[src/rtl/gf180mcu_fd_sc_mcu9t5v0__clkmon.sv]
// Clock-activity monitor: counts synchronized MCLK rising edges over WIN+1 CLK cycles.
// Define GF180MCU_CLKMON_STICKY_EN to make STUCK/SLOW/FAST sticky until EN=0 or reset.
module gf180mcu_fd_sc_mcu9t5v0__clkmon #(
  parameter int CNT_W       = 6,
  parameter int WIN_W       = 8,
  parameter int SYNC_STAGES = 2
) (
  input  logic             CLK,
  input  logic             RN,
  input  logic             EN,
  input  logic             MCLK,
  input  logic [WIN_W-1:0] WIN,
  input  logic [CNT_W-1:0] LO_TH,
  input  logic [CNT_W-1:0] HI_TH,
  output logic [CNT_W-1:0] CNT,
  output logic             VALID,
  output logic             STUCK,
  output logic             SLOW,
  output logic             FAST
);

  typedef enum logic [1:0] {IDLE, ARM, COUNT} state_t;

  localparam logic [2:0]       ARM_LAST = 3'(SYNC_STAGES - 1);
  localparam logic [CNT_W-1:0] CNT_MAX  = '1;
  localparam logic [CNT_W-1:0] CNT_ONE  = CNT_W'(1);
  localparam logic [WIN_W-1:0] WIN_ONE  = WIN_W'(1);

  state_t           state;
  state_t           next_state;
  logic [SYNC_STAGES-1:0] sync;
  logic             prev;
  logic [2:0]       arm_cnt;
  logic [WIN_W-1:0] win_cnt;
  logic [CNT_W-1:0] edge_cnt;
  logic [CNT_W-1:0] final_cnt;
  logic             synced;
  logic             edge_seen;
  logic             arm_last;
  logic             counting;
  logic             terminal;
  logic             is_zero;
  logic             is_slow;
  logic             is_fast;

  assign synced    = sync[SYNC_STAGES-1];
  assign edge_seen = synced & ~prev;
  // Edge in the terminal cycle still counts; saturate instead of wrapping.
  assign final_cnt = (edge_seen && (edge_cnt != CNT_MAX)) ? edge_cnt + CNT_ONE : edge_cnt;
  assign is_zero   = (final_cnt == '0);
  assign is_slow   = (final_cnt < LO_TH);
  assign is_fast   = (final_cnt > HI_TH);

  always_ff @(posedge CLK or negedge RN) begin
    if (!RN) state <= IDLE;
    else     state <= next_state;
  end

  always_comb begin
    next_state = state;
    case (state)
      IDLE:    next_state = ARM;
      ARM:     if (arm_last) next_state = COUNT;
      COUNT:   next_state = COUNT;
      default: next_state = IDLE;
    endcase
    if (!EN) next_state = IDLE;
  end

  always_comb begin
    arm_last = 1'b0;
    counting = 1'b0;
    terminal = 1'b0;
    if (EN) begin
      case (state)
        ARM: arm_last = (arm_cnt == ARM_LAST);
        COUNT: begin
          counting = 1'b1;
          terminal = (win_cnt == '0);
        end
        default: ;
      endcase
    end
  end

  always_ff @(posedge CLK or negedge RN) begin
    if (!RN) begin
      sync     <= '0;
      prev     <= 1'b0;
      arm_cnt  <= '0;
      win_cnt  <= '0;
      edge_cnt <= '0;
      CNT      <= '0;
      VALID    <= 1'b0;
      STUCK    <= 1'b0;
      SLOW     <= 1'b0;
      FAST     <= 1'b0;
    end else begin
      sync    <= {sync[SYNC_STAGES-2:0], MCLK};
      prev    <= synced;
      arm_cnt <= (EN && state == ARM && !arm_last) ? arm_cnt + 3'd1 : 3'd0;
      VALID   <= terminal;

      if (arm_last || terminal) begin
        win_cnt  <= WIN;
        edge_cnt <= '0;
      end else if (counting) begin
        win_cnt  <= win_cnt - WIN_ONE;
        edge_cnt <= final_cnt;
      end else begin
        win_cnt  <= '0;
        edge_cnt <= '0;
      end

      // CNT survives an abandoned window; the flags do not.
      if (!EN) begin
        STUCK <= 1'b0;
        SLOW  <= 1'b0;
        FAST  <= 1'b0;
      end else if (terminal) begin
        CNT <= final_cnt;
`ifdef GF180MCU_CLKMON_STICKY_EN
        STUCK <= STUCK | is_zero;
        SLOW  <= SLOW  | is_slow;
        FAST  <= FAST  | is_fast;
`else
        STUCK <= is_zero;
        SLOW  <= is_slow;
        FAST  <= is_fast;
`endif
      end
    end
  end

endmodule
[config.mk]
export PLATFORM = sky130hd
export DESIGN_NAME = gf180mcu_fd_sc_mcu9t5v0__clkmon
export DESIGN_NICKNAME = d
export VERILOG_FILES = /design/src/rtl/gf180mcu_fd_sc_mcu9t5v0__clkmon.sv
export SDC_FILE = /design/constraint.sdc
export NUM_CORES = 1
export LEC_CHECK = 0
export ABC_CLOCK_PERIOD_IN_PS = 5900
export BUFFER_PORTS_ARGS = -buffer_cell sky130_fd_sc_hd__buf_2
export CAP_MARGIN = 20
export CORE_MARGIN = 1
export CORE_UTILIZATION = 60
export CTS_CLUSTER_DIAMETER = 80
export DETAILED_ROUTE_END_ITERATION = 10
export HOLD_SLACK_MARGIN = 0.05
export MAX_ROUTING_LAYER = met4
export PLACE_DENSITY = 0.85
export SYNTH_ARGS = -nofsm -noshare
export SYNTH_HDL_FRONTEND = slang
export SYNTH_SLANG_ARGS = --single-unit
[constraint.sdc]
create_clock -name CLK -period 5.9 [get_ports CLK]
set_clock_uncertainty 0.2 [all_clocks]
set_input_delay 0.295 -clock CLK [delete_from_list [all_inputs] [get_ports CLK]]
set_output_delay 0.295 -clock CLK [all_outputs]
set_load 0.02 [all_outputs]
==> results of run 1 <==
cells by family after synthesis:
group / Yosys count / share of synthesized area (%)
DFF: 32 / 40.43
muxes: 2 / 1.011
and+or+nand+nor: 78 / 20.28
AOI/OAI and AO/OA: 52 / 17.63
xor gates and xnor gates: 9 / 4.675
buffers and inverters: 28 / 5.875
adders and majority gates: 16 / 10.11
worst paths after layout:
kind,slack [ns],endpoint,depth (start not counted)
max,2.95,FAST,11
min,0.12,SLOW,3
max reg2reg,2.95,FAST,11
max in group asynchronous,4.71,arm_cnt[1],2
min reg2reg,0.18,sync[1],0
min in group asynchronous,0.33,edge_cnt[3],2
flip-flops by register name, summed over array words and instances, names as in the netlist:
| register | flops |
|---|---|
| VALID | 1 |
| state | 2 |
| edge_cnt | 6 |
| FAST | 1 |
| win_cnt | 8 |
| arm_cnt | 3 |
| CNT | 6 |
| SLOW | 1 |
| prev | 1 |
| STUCK | 1 |
| sync | 2 |
final cells by class:
type / instances / area (sq um) / share of cell area, %
clock inverters: 2 / 35.03 / 1.495
flip-flops and latches: 32 / 800.8 / 34.17
multi-input cells: 157 / 1064 / 45.38
repair buffers: 43 / 265.3 / 11.32
inverters: 22 / 82.58 / 3.524
clock buffers: 6 / 41.29 / 1.762
well taps: 44 / 55.05 / 2.349
critical path, cell delays in order, from the launching register on:
cell	delay, ns
dfrtp_1	0.61
nand3_1	0.21
nor2_1	0.28
nor2_1	0.08
mux2i_1	0.23
inv_1	0.09
ha_1	0.31
nor2b_1	0.15
o21ai_0	0.31
o32ai_1	0.12
o22ai_1	0.17
a21oi_1	0.08
layout by cell type (no fill, tap or decap), types with 2 or more instances in the layout:
master / count
nand3_1: 11
o22ai_1: 2
inv_1: 22
nor3_1: 2
o32ai_1: 3
o31ai_1: 7
nand2_1: 22
dfrtp_1: 32
a31o_2: 2
or4_4: 3
a21oi_1: 7
dlygate4sd3_1: 10
ha_1: 16
nor2b_1: 5
nand2b_1: 3
o211ai_1: 4
nor2_1: 15
xnor2_1: 7
nand3b_1: 2
mux2i_1: 2
buf_2: 33
nor4_1: 2
o21ai_0: 16
and3_1: 7
nand4_1: 3
clkbuf_4: 5
per-stage QoR:
stage / power [W] / instance area, sq um / util [%] / hold slack (ns)
floorplan: 0.0005301 / 1981 / - / -0.2006
global placement: 0.0005884 / 2167 / 69.84 / 0.1449
detailed placement: 0.0005945 / 2167 / 69.84 / 0.1448
CTS: 0.0007752 / 2344 / 75.52 / 0.1000
global route: 0.0008231 / 2344 / 75.52 / 0.1287
finish: 0.0007708 / 2344 / 75.52 / 0.1151
report_power, final:
group | internal (W) | total, W | leakage, nW | switching [W]
clock network | 0.0000888 | 0.000168 | 0.0422 | 0.0000790
logic | 0.000146 | 0.000313 | 0.717 | 0.000168
registers | 0.000259 | 0.000290 | 0.433 | 0.0000311
routing by layer:
layer  wire (microns)  global-route usage (%)  share of wire (%)
met5                0                       -                  0
met3              292                   6.769                6.5
met1             1850                   35.41                 41
met4              139                   15.99                3.1
met2             2238                   47.83                 50
==> metrics.txt, run 1 <==
clock slew at reported path FFs=around 0.11 ns; I/O pins=34; Syn Area/Cell=9.127 sq um; Post-synth EDFFs=0; drt first-iter violations=134; final WL=around 4.5 mm; Final WS setup=2.951 ns; Setup Total Neg Slack=0 ns; via count=approximately 1800; Synth cell types=42; largest area contributor in the netlist=dfrtp_1; Final Max Slew Viols=0; Net Count, Synth=257; peak supply drop=roughly 0.00033 V; dpl cells=288; # port buffers=33; clk sink count=32; num rows=20; n_diodes=0; worst setup path start=edge_cnt[3]; part of the cycle the worst path needs=49.98%; Post-Place Worst Slack=2.990 ns; count leader, synth=dfrtp_1; GRT overflow=0; Max Clock Freq=around 340 MHz; TritonCTS clock tree=yes; Via density=5.775; Main synth FF type=dfrtp_1; CP endpoint kind=flop; Clock Root Buffer=clkbuf_4; number of global-route vias before repair=1632; Die Y=59.46 microns; Hold Crit Class=input pin to flop; worst r2r src=edge_cnt[3]; CORE AREA=0.003103 sq mm; GRT Total Usage=30.08%; pin count of the biggest net entering global routing=33; RSZ-0062 raised after global routing=false; Initial Utilization=63.83%; critical path class=flop to flop; register area share after synthesis=between 40% and 50%; DP Wirelength=3.127 mm; top cells by area, synth=dfrtp_1 (40%), ha_1 (10%), inv_1 (4.2%), nand2_1 (4.2%), o21ai_0 (4.0%); die width=between 50 and 60 microns; hold path start=EN; async set or reset register ratio after synthesis=between 90% and 100%; final setup vio count=0; antenna-violating nets left=0; status=complete, no violations; Ys Warns=0; TritonRoute pass-1 iters=4; RePlAce Congestion=0.9840; max_cap viols=0; share of cells above drive strength 1=18.70%; Syn Inst Count=217; Syn Std Cell Area=0.001981 sq mm; CP max FO=14; drt wl/cell=14.77 microns; Min Clock Period, post-route=2.949 ns; final cell count without fillers=306; Worst-Margin Slew=a little over 0.7 ns; CP required=5.94 ns; clk buf depth=2; hold buffers post-CTS=10; Area growth, synth to finish=18.32%; PD cells=328.9 mW/mm^2; Yosys top cell area share=40.43%; # DRC=0; H-tree depth=2; clk_lat worst skew=between 0.3 and 0.4 ns; die area=0.003535 sq mm; Filler Cell Count=roughly 240; Slew headroom=52.72%; leakage=between 1 and 1.5 nW; Worst setup SP type=flop; initial antenna violation count=0; Layout Nets=301; CTS Buf Count=5; Setup Buffers After CTS=0; Post-synth top cells=dfrtp_1 (32), inv_1 (22), nand2_1 (22); endpoints failing hold=0; Yosys reg bits=32; cts repair resizes=0; first-pass GRT wire length=7.307 mm; crit path DAT=2.99 ns
No activity file was read; power rests on OpenSTA's default activity.
==> run 2: changes to the inputs <==
--- a/config.mk
+++ b/config.mk
@@ -5,16 +5,16 @@
 export SDC_FILE = /design/constraint.sdc
 export NUM_CORES = 1
 export LEC_CHECK = 0
-export ABC_CLOCK_PERIOD_IN_PS = 5900
+export ABC_CLOCK_PERIOD_IN_PS = 2800
 export BUFFER_PORTS_ARGS = -buffer_cell sky130_fd_sc_hd__buf_2
 export CAP_MARGIN = 20
 export CORE_MARGIN = 1
-export CORE_UTILIZATION = 60
+export CORE_UTILIZATION = 56
 export CTS_CLUSTER_DIAMETER = 80
 export DETAILED_ROUTE_END_ITERATION = 10
 export HOLD_SLACK_MARGIN = 0.05
 export MAX_ROUTING_LAYER = met4
-export PLACE_DENSITY = 0.85
+export PLACE_DENSITY = 0.8
 export SYNTH_ARGS = -nofsm -noshare
 export SYNTH_HDL_FRONTEND = slang
 export SYNTH_SLANG_ARGS = --single-unit
==> constraint.sdc (replaced) <==
create_clock -name CLK -period 2.8 [get_ports CLK]
set_clock_uncertainty 0.2 [all_clocks]
set_input_delay 0.14 -clock CLK [delete_from_list [all_inputs] [get_ports CLK]]
set_output_delay 0.14 -clock CLK [all_outputs]
set_load 0.02 [all_outputs]
==> metrics.txt, run 2 (same netlist as run 1, synthesis figures left out) <==
Hold Crit Class=input pin to flop (unchanged); endpoints failing hold=0 (unchanged); switching part of the total power=36.79% (was 36.02%); I/O pins=34 (unchanged); Worst-Margin Slew=0.6916 ns (was 0.7093 ns); drt first-iter violations=107 (was 134); initial antenna violation count=0 (unchanged); Min Clock Period, post-route=2.687 ns (was 2.949 ns); commonest non-fill, non-tap cell in the layout=buf_2 (unchanged); CP top delay family=compound AO/OA/AOI/OAI gates (was simple AND/OR/NAND/NOR gates); crit-path cells=ha_1, and3_1, a311o_1, and3_1, ha_1, nor2b_2, o21ai_2, o31ai_2, o22ai_1, a21oi_1 (was nand3_1, nor2_1, nor2_1, mux2i_1, inv_1, ha_1, nor2b_1, o21ai_0, o32ai_1, o22ai_1, a21oi_1); TritonRoute pass-1 iters=4 (unchanged); # DRC=0 (unchanged); clk sink count=32 (unchanged); peak supply drop=0.0007065 V (was 0.0003346 V); final WL=4.627 mm (was 4.519 mm); power share of the clock group=17.9% (was 21.8%); PD cells=626.2 mW/mm^2 (was 328.9 mW/mm^2); max incr delay on CP=0.40 ns (was 0.61 ns); Layout Nets=315 (was 301); CP endpoint kind=flop (unchanged); Initial Utilization=58.89% (was 63.83%); die width=61.47 microns (was 59.46 microns); CTS Buf Count=5 (unchanged); total power=0.001549 W (was 0.0007708 W); part of the cycle the worst path needs=95.98% (was 49.98%); dpl cells=299 (was 288); Worst setup SP type=flop (unchanged); drt wl/cell=14.37 microns (was 14.77 microns); Pint=0.0009791 W (was 0.0004932 W); sequential share of power=39.5% (was 37.6%); CP bufs+invs=0 (was 1); GRT overflow=0 (unchanged); Max Clock Freq=372.1 MHz (was 339.1 MHz); die area=0.003779 sq mm (was 0.003535 sq mm); H-tree depth=2 (unchanged); most frequent cells in the layout=buf_2 (33), dfrtp_1 (32), inv_1 (22), nand2_1 (22), ha_1 (16) (was buf_2 (33), dfrtp_1 (32), inv_1 (22), nand2_1 (22)); antenna-violating nets left=0 (unchanged); crit path DAT=2.75 ns (was 2.99 ns); Final Util=73.55% (was 75.52%); GRT Total Usage=26.50% (was 30.08%); TritonCTS clock tree=yes (unchanged); num rows=21 (was 20); final setup vio count=0 (unchanged); Top Registers=win_cnt: 8 flops, CNT: 6 flops, edge_cnt: 6 flops (unchanged); Die Y=61.47 microns (was 59.46 microns); CP required=2.86 ns (was 5.94 ns); Slew headroom=53.89% (was 52.72%); clk buf depth=2 (unchanged); max_cap viols=0 (unchanged); # port buffers=33 (unchanged); clock slew at reported path FFs=0.10 ns (was 0.11 ns); final cell count without fillers=322 (was 306); DP Wirelength=3.180 mm (was 3.127 mm); Area growth, synth to finish=24.89% (was 18.32%); Via density=5.522 (was 5.775); share of cells above drive strength 1=25.36% (was 18.70%); Final Max Slew Viols=0 (unchanged); P_sw=0.0005698 W (was 0.0002776 W); number of global-route vias before repair=1618 (was 1632); clk_lat worst skew=0.34 ns (was 0.35 ns); Logic pwr share=42.6% (was 40.6%); critical path's slowest cell=dfrtp_1 (unchanged); CORE AREA=0.003363 sq mm (was 0.003103 sq mm); CP max FO=4 (was 14); Clock Root Buffer=clkbuf_4 (unchanged); via count=1778 (was 1767); n_diodes=0 (unchanged); max reg flops=8 (unchanged); Reg with most FFs=win_cnt (unchanged); pin count of the biggest net entering global routing=33 (unchanged); leakage=1.246 nW (was 1.192 nW); first-pass GRT wire length=6.837 mm (was 7.307 mm); critical path class=flop to flop (unchanged); RePlAce Congestion=0.9049 (was 0.9840); status=complete, no violations (unchanged)
==> run 2: worst paths after layout <==
| kind | to | cells after the start | slack, ns | startpoint |
|---|---|---|---|---|
| setup reg to reg | FAST | 10 | 0.11 | edge_cnt[0] |
| hold / removal | FAST | 4 | 0.09 | HI_TH[3] |
| setup / recovery | FAST | 10 | 0.11 | edge_cnt[0] |
| hold reg to reg | sync[1] | 0 | 0.16 | sync[0] |
| max in group asynchronous | win_cnt[0] | 2 | 1.77 | RN |
| min in group asynchronous | CNT[3] | 2 | 0.18 | RN |
==> run 2: worst register-to-register path, cell delays in order (launching register included) <==
cell	delay [ns]
dfrtp_1	0.40
ha_1	0.24
and3_1	0.20
a311o_1	0.37
and3_1	0.25
ha_1	0.23
nor2b_2	0.14
o21ai_2	0.10
o31ai_2	0.24
o22ai_1	0.10
a21oi_1	0.15
==> run 2: per-layer routing <==
| metal | global-route usage (%) | routed length, microns |
|---|---|---|
| met5 | - | 0 |
| met4 | 10.48 | 97 |
| met3 | 5.882 | 219 |
| met2 | 44.57 | 2372 |
| met1 | 30.92 | 1937 |
==> run 2: area by class of cell <==
class                   instances  area [sq um]
inverters                      22         82.58
clock buffers                   8         58.81
flip-flops and latches         32         800.8
multi-input cells             157          1101
well taps                      46         57.56
repair buffers                 57         372.9
fillers                       288         889.6
==> run 2: through the flow <==
stage,TNS [ns],hold slack [ns],cell area [sq um],setup slack (ns)
3_3_place_gp,0,0.02868,2237,0.08868
4_1_cts,0,0.06830,2406,0.03733
2_1_floorplan,0,-0.3556,1981,0.2174
6_report,0,0.09014,2474,0.1126
3_5_place_dp,-0.01868,0.02008,2237,-0.01868
5_1_grt,-0.03471,0.08941,2474,-0.02508
==> run 2: timing repair <==
action | in CTS | in global routing
pin swaps | 0 | 2
buffers inserted | 0 | 4
hold endpoints to repair | 45 | 0
resized for setup | 1 | 9
hold buffers | 11 | 0
setup endpoints to repair | 1 | 2
==> run 2: power by group through the flow <==
| stage | sequential (W) | combinational [W] | clock (W) |
|---|---|---|---|
| after floorplan | 0.000635 | 0.000482 | 0 |
| after detailed placement | 0.000617 | 0.000636 | 0 |
| after global routing | 0.000623 | 0.000729 | 0.000302 |
| after CTS | 0.000610 | 0.000652 | 0.000283 |
| after global placement | 0.000615 | 0.000624 | 0 |
| final | 0.000611 | 0.000660 | 0.000278 |
==> run 3: changes to the inputs <==
--- a/config.mk
+++ b/config.mk
@@ -5,8 +5,8 @@
 export SDC_FILE = /design/constraint.sdc
 export NUM_CORES = 1
 export LEC_CHECK = 0
-export ABC_CLOCK_PERIOD_IN_PS = 2800
-export BUFFER_PORTS_ARGS = -buffer_cell sky130_fd_sc_hd__buf_2
+export ABC_CLOCK_PERIOD_IN_PS = 2700
+export BUFFER_PORTS_ARGS = -buffer_cell sky130_fd_sc_hd__clkbuf_2
 export CAP_MARGIN = 20
 export CORE_MARGIN = 1
 export CORE_UTILIZATION = 56
==> constraint.sdc (replaced) <==
create_clock -name CLK -period 2.7 [get_ports CLK]
set_clock_uncertainty 0.2 [all_clocks]
set_input_delay 0.135 -clock CLK [delete_from_list [all_inputs] [get_ports CLK]]
set_output_delay 0.135 -clock CLK [all_outputs]
set_load 0.02 [all_outputs]
==> metrics.txt, run 3 (same netlist as run 1, synthesis figures left out) <==
status=complete, no violations (unchanged); max reg flops=8 (unchanged); drt first-iter violations=133 (was 107); Hold Crit Class=input pin to flop (unchanged); Post-Place Worst Slack=-0.03696 ns (was -0.01868 ns); Max Clock Freq=387.8 MHz (was 372.1 MHz); clock slew at reported path FFs=0.10 ns (about the same); H-tree depth=2 (unchanged); Min Clock Period, post-route=2.579 ns (was 2.687 ns); commonest non-fill, non-tap cell in the layout=clkbuf_2 (was buf_2); Worst-Margin Slew=0.7786 ns (was 0.6916 ns); R2R Path End=FAST (unchanged); Die Y=61.47 microns (unchanged); peak supply drop=0.0006115 V (was 0.0007065 V); RePlAce Congestion=0.8982 (was 0.9049); GRT overflow=0 (unchanged); via count=1839 (was 1778); endpoints failing hold=0 (unchanged); CP max FO=4 (unchanged); final setup vio count=0 (unchanged); CP top delay family=compound AO/OA/AOI/OAI gates (unchanged); PD cells=642.2 mW/mm^2 (was 626.2 mW/mm^2); Clock Root Buffer=clkbuf_4 (unchanged); dpl cells=303 (was 299); Layout Nets=319 (was 315); max incr delay on CP=0.43 ns (was 0.40 ns); final instance area=0.002566 sq mm (was 0.002474 sq mm); CP endpoint kind=flop (unchanged); TritonCTS clock tree=yes (unchanged); CORE AREA=0.003363 sq mm (unchanged); worst hold stages=4 (unchanged); Reg with most FFs=win_cnt (unchanged); max_cap viols=0 (unchanged); die area=0.003779 sq mm (unchanged); clk_lat worst skew=0.32 ns (was 0.34 ns); CTS Buf Count=5 (unchanged); Final WS setup=0.1210 ns (was 0.1126 ns); first-pass GRT wire length=7.251 mm (was 6.837 mm); # DRC=0 (unchanged); share of cells above drive strength 1=28.67% (was 25.36%); n_diodes=0 (unchanged); CP required=2.76 ns (was 2.86 ns); die width=61.47 microns (unchanged); RSZ-0062 raised after global routing=false; Slew headroom=48.09% (was 53.89%); Filler Cell Count=252 (was 288); # port buffers=33 (unchanged); Worst setup SP type=flop (unchanged); critical path's slowest cell=dfrtp_1 (unchanged); leakage=1.267 nW (was 1.246 nW); worst r2r src=edge_cnt[1] (was edge_cnt[0]); Initial Utilization=58.89% (unchanged); Setup Total Neg Slack=0 ns (unchanged); R2R cell count=11 (was 10); Post-DP Area=0.002267 sq mm (was 0.002237 sq mm); TritonRoute pass-1 iters=4 (unchanged); part of the cycle the worst path needs=95.52% (was 95.98%); DP Wirelength=3.265 mm (was 3.180 mm); number of global-route vias before repair=1704 (was 1618); Final Util=76.30% (was 73.55%); Via density=5.658 (was 5.522); Worst R2R Setup Slack=0.12 ns (was 0.11 ns); crit path DAT=2.64 ns (was 2.75 ns); most frequent cells in the layout=clkbuf_2 (33), dfrtp_1 (32), nand2_1 (22) (was buf_2 (33), dfrtp_1 (32), inv_1 (22), nand2_1 (22), ha_1 (16)); initial antenna violation count=0 (unchanged); CP bufs+invs=2 (was 0); Area growth, synth to finish=29.56% (was 24.89%); Hold Path End=FAST (unchanged); Final Max Slew Viols=0 (unchanged); hold path start=HI_TH[3] (unchanged); GRT Total Usage=27.88% (was 26.50%); final cell count without fillers=325 (was 322); critical path class=flop to flop (unchanged); pin count of the biggest net entering global routing=33 (unchanged); drt wl/cell=14.95 microns (was 14.37 microns); I/O pins=34 (unchanged); final WL=4.858 mm (was 4.627 mm); Top Registers=win_cnt: 8 flops, CNT: 6 flops, edge_cnt: 6 flops (unchanged); antenna-violating nets left=0 (unchanged); crit-path cells=buf_4, and3_1, nand4_1, mux2i_2, inv_2, ha_4, and3_4, o21ai_2, o32ai_1, o22ai_1, a21oi_1 (was ha_1, and3_1, a311o_1, and3_1, ha_1, nor2b_2, o21ai_2, o31ai_2, o22ai_1, a21oi_1); clk buf depth=2 (unchanged); clk sink count=32 (unchanged); num rows=21 (unchanged)
-- run 3: cell types whose count changed in the layout (fill, tap and decap cells not counted), sizes merged --
| cell | previous run | this run |
|---|---|---|
| clkbuf | 8 | 40 |
| buf | 46 | 17 |
-- run 3: routing by layer --
layer  global-route usage, %  wire [microns]  vias up
met4                   8.254              52        0
met2                   47.52            2518       61
li1                        -               -      897
met5                       -               0        -
met1                   32.48            2009      875
met3                   7.143             278        6
-- run 3: worst register-to-register path: stages, from the launching register on --
cell and delay, ns:
dfrtp_1 0.43, buf_4 0.15, and3_1 0.17, nand4_1 0.11, mux2i_2 0.29, inv_2 0.09, ha_4 0.28, and3_4 0.20
o21ai_2 0.08, o32ai_1 0.26, o22ai_1 0.13, a21oi_1 0.12
-- run 3: worst max path at each step --
stage                     start    to  slack (ns)  cells past startpoint
detailed placement  edge_cnt[1]  FAST       -0.04                     12
CTS                 edge_cnt[1]  FAST       0.008                     12
global route        edge_cnt[0]  FAST       0.005                     11
floorplan           edge_cnt[0]  FAST        0.12                     12
finish              edge_cnt[1]  FAST        0.12                     11
global placement    edge_cnt[1]  FAST        0.05                     12
-- run 3: power breakdown --
| group | internal (W) | switching [W] | total [W] |
|---|---|---|---|
| combinational | 0.000332 | 0.000366 | 0.000698 |
| clock | 0.000148 | 0.000160 | 0.000308 |
| sequential | 0.000565 | 0.0000771 | 0.000643 |
| total | 0.00104 | 0.000603 | 0.00165 |
-- run 3: layout make-up --
cell class                 count  area [sq um]  share of cell area (%)
clock buffer                   7         65.06                   2.535
inverter                      22         82.58                   3.218
multi-input combinational    157          1157                   45.10
sequential                    32         800.8                   31.20
tap                           46         57.56                   2.243
timing repair buffer          61         402.9                   15.70
-- run 3: stage by stage --
step / power (W) / hold WS [ns]
after floorplan: 0.001158 / -0.3606
after global placement: 0.001288 / 0.04395
after detailed placement: 0.001306 / 0.04535
after CTS: 0.001638 / 0.06369
after global routing: 0.001765 / 0.1064
final: 0.001648 / 0.1161
-- run 3: repair_timing --
| action | CTS | global route |
|---|---|---|
| hold endpoints to repair | 45 | 0 |
| gates resized for setup | 1 | 21 |
| buffers inserted | 0 | 4 |
| hold buffers | 11 | 0 |
| setup endpoints to repair | 1 | 2 |
| pin swaps | 0 | 5 |
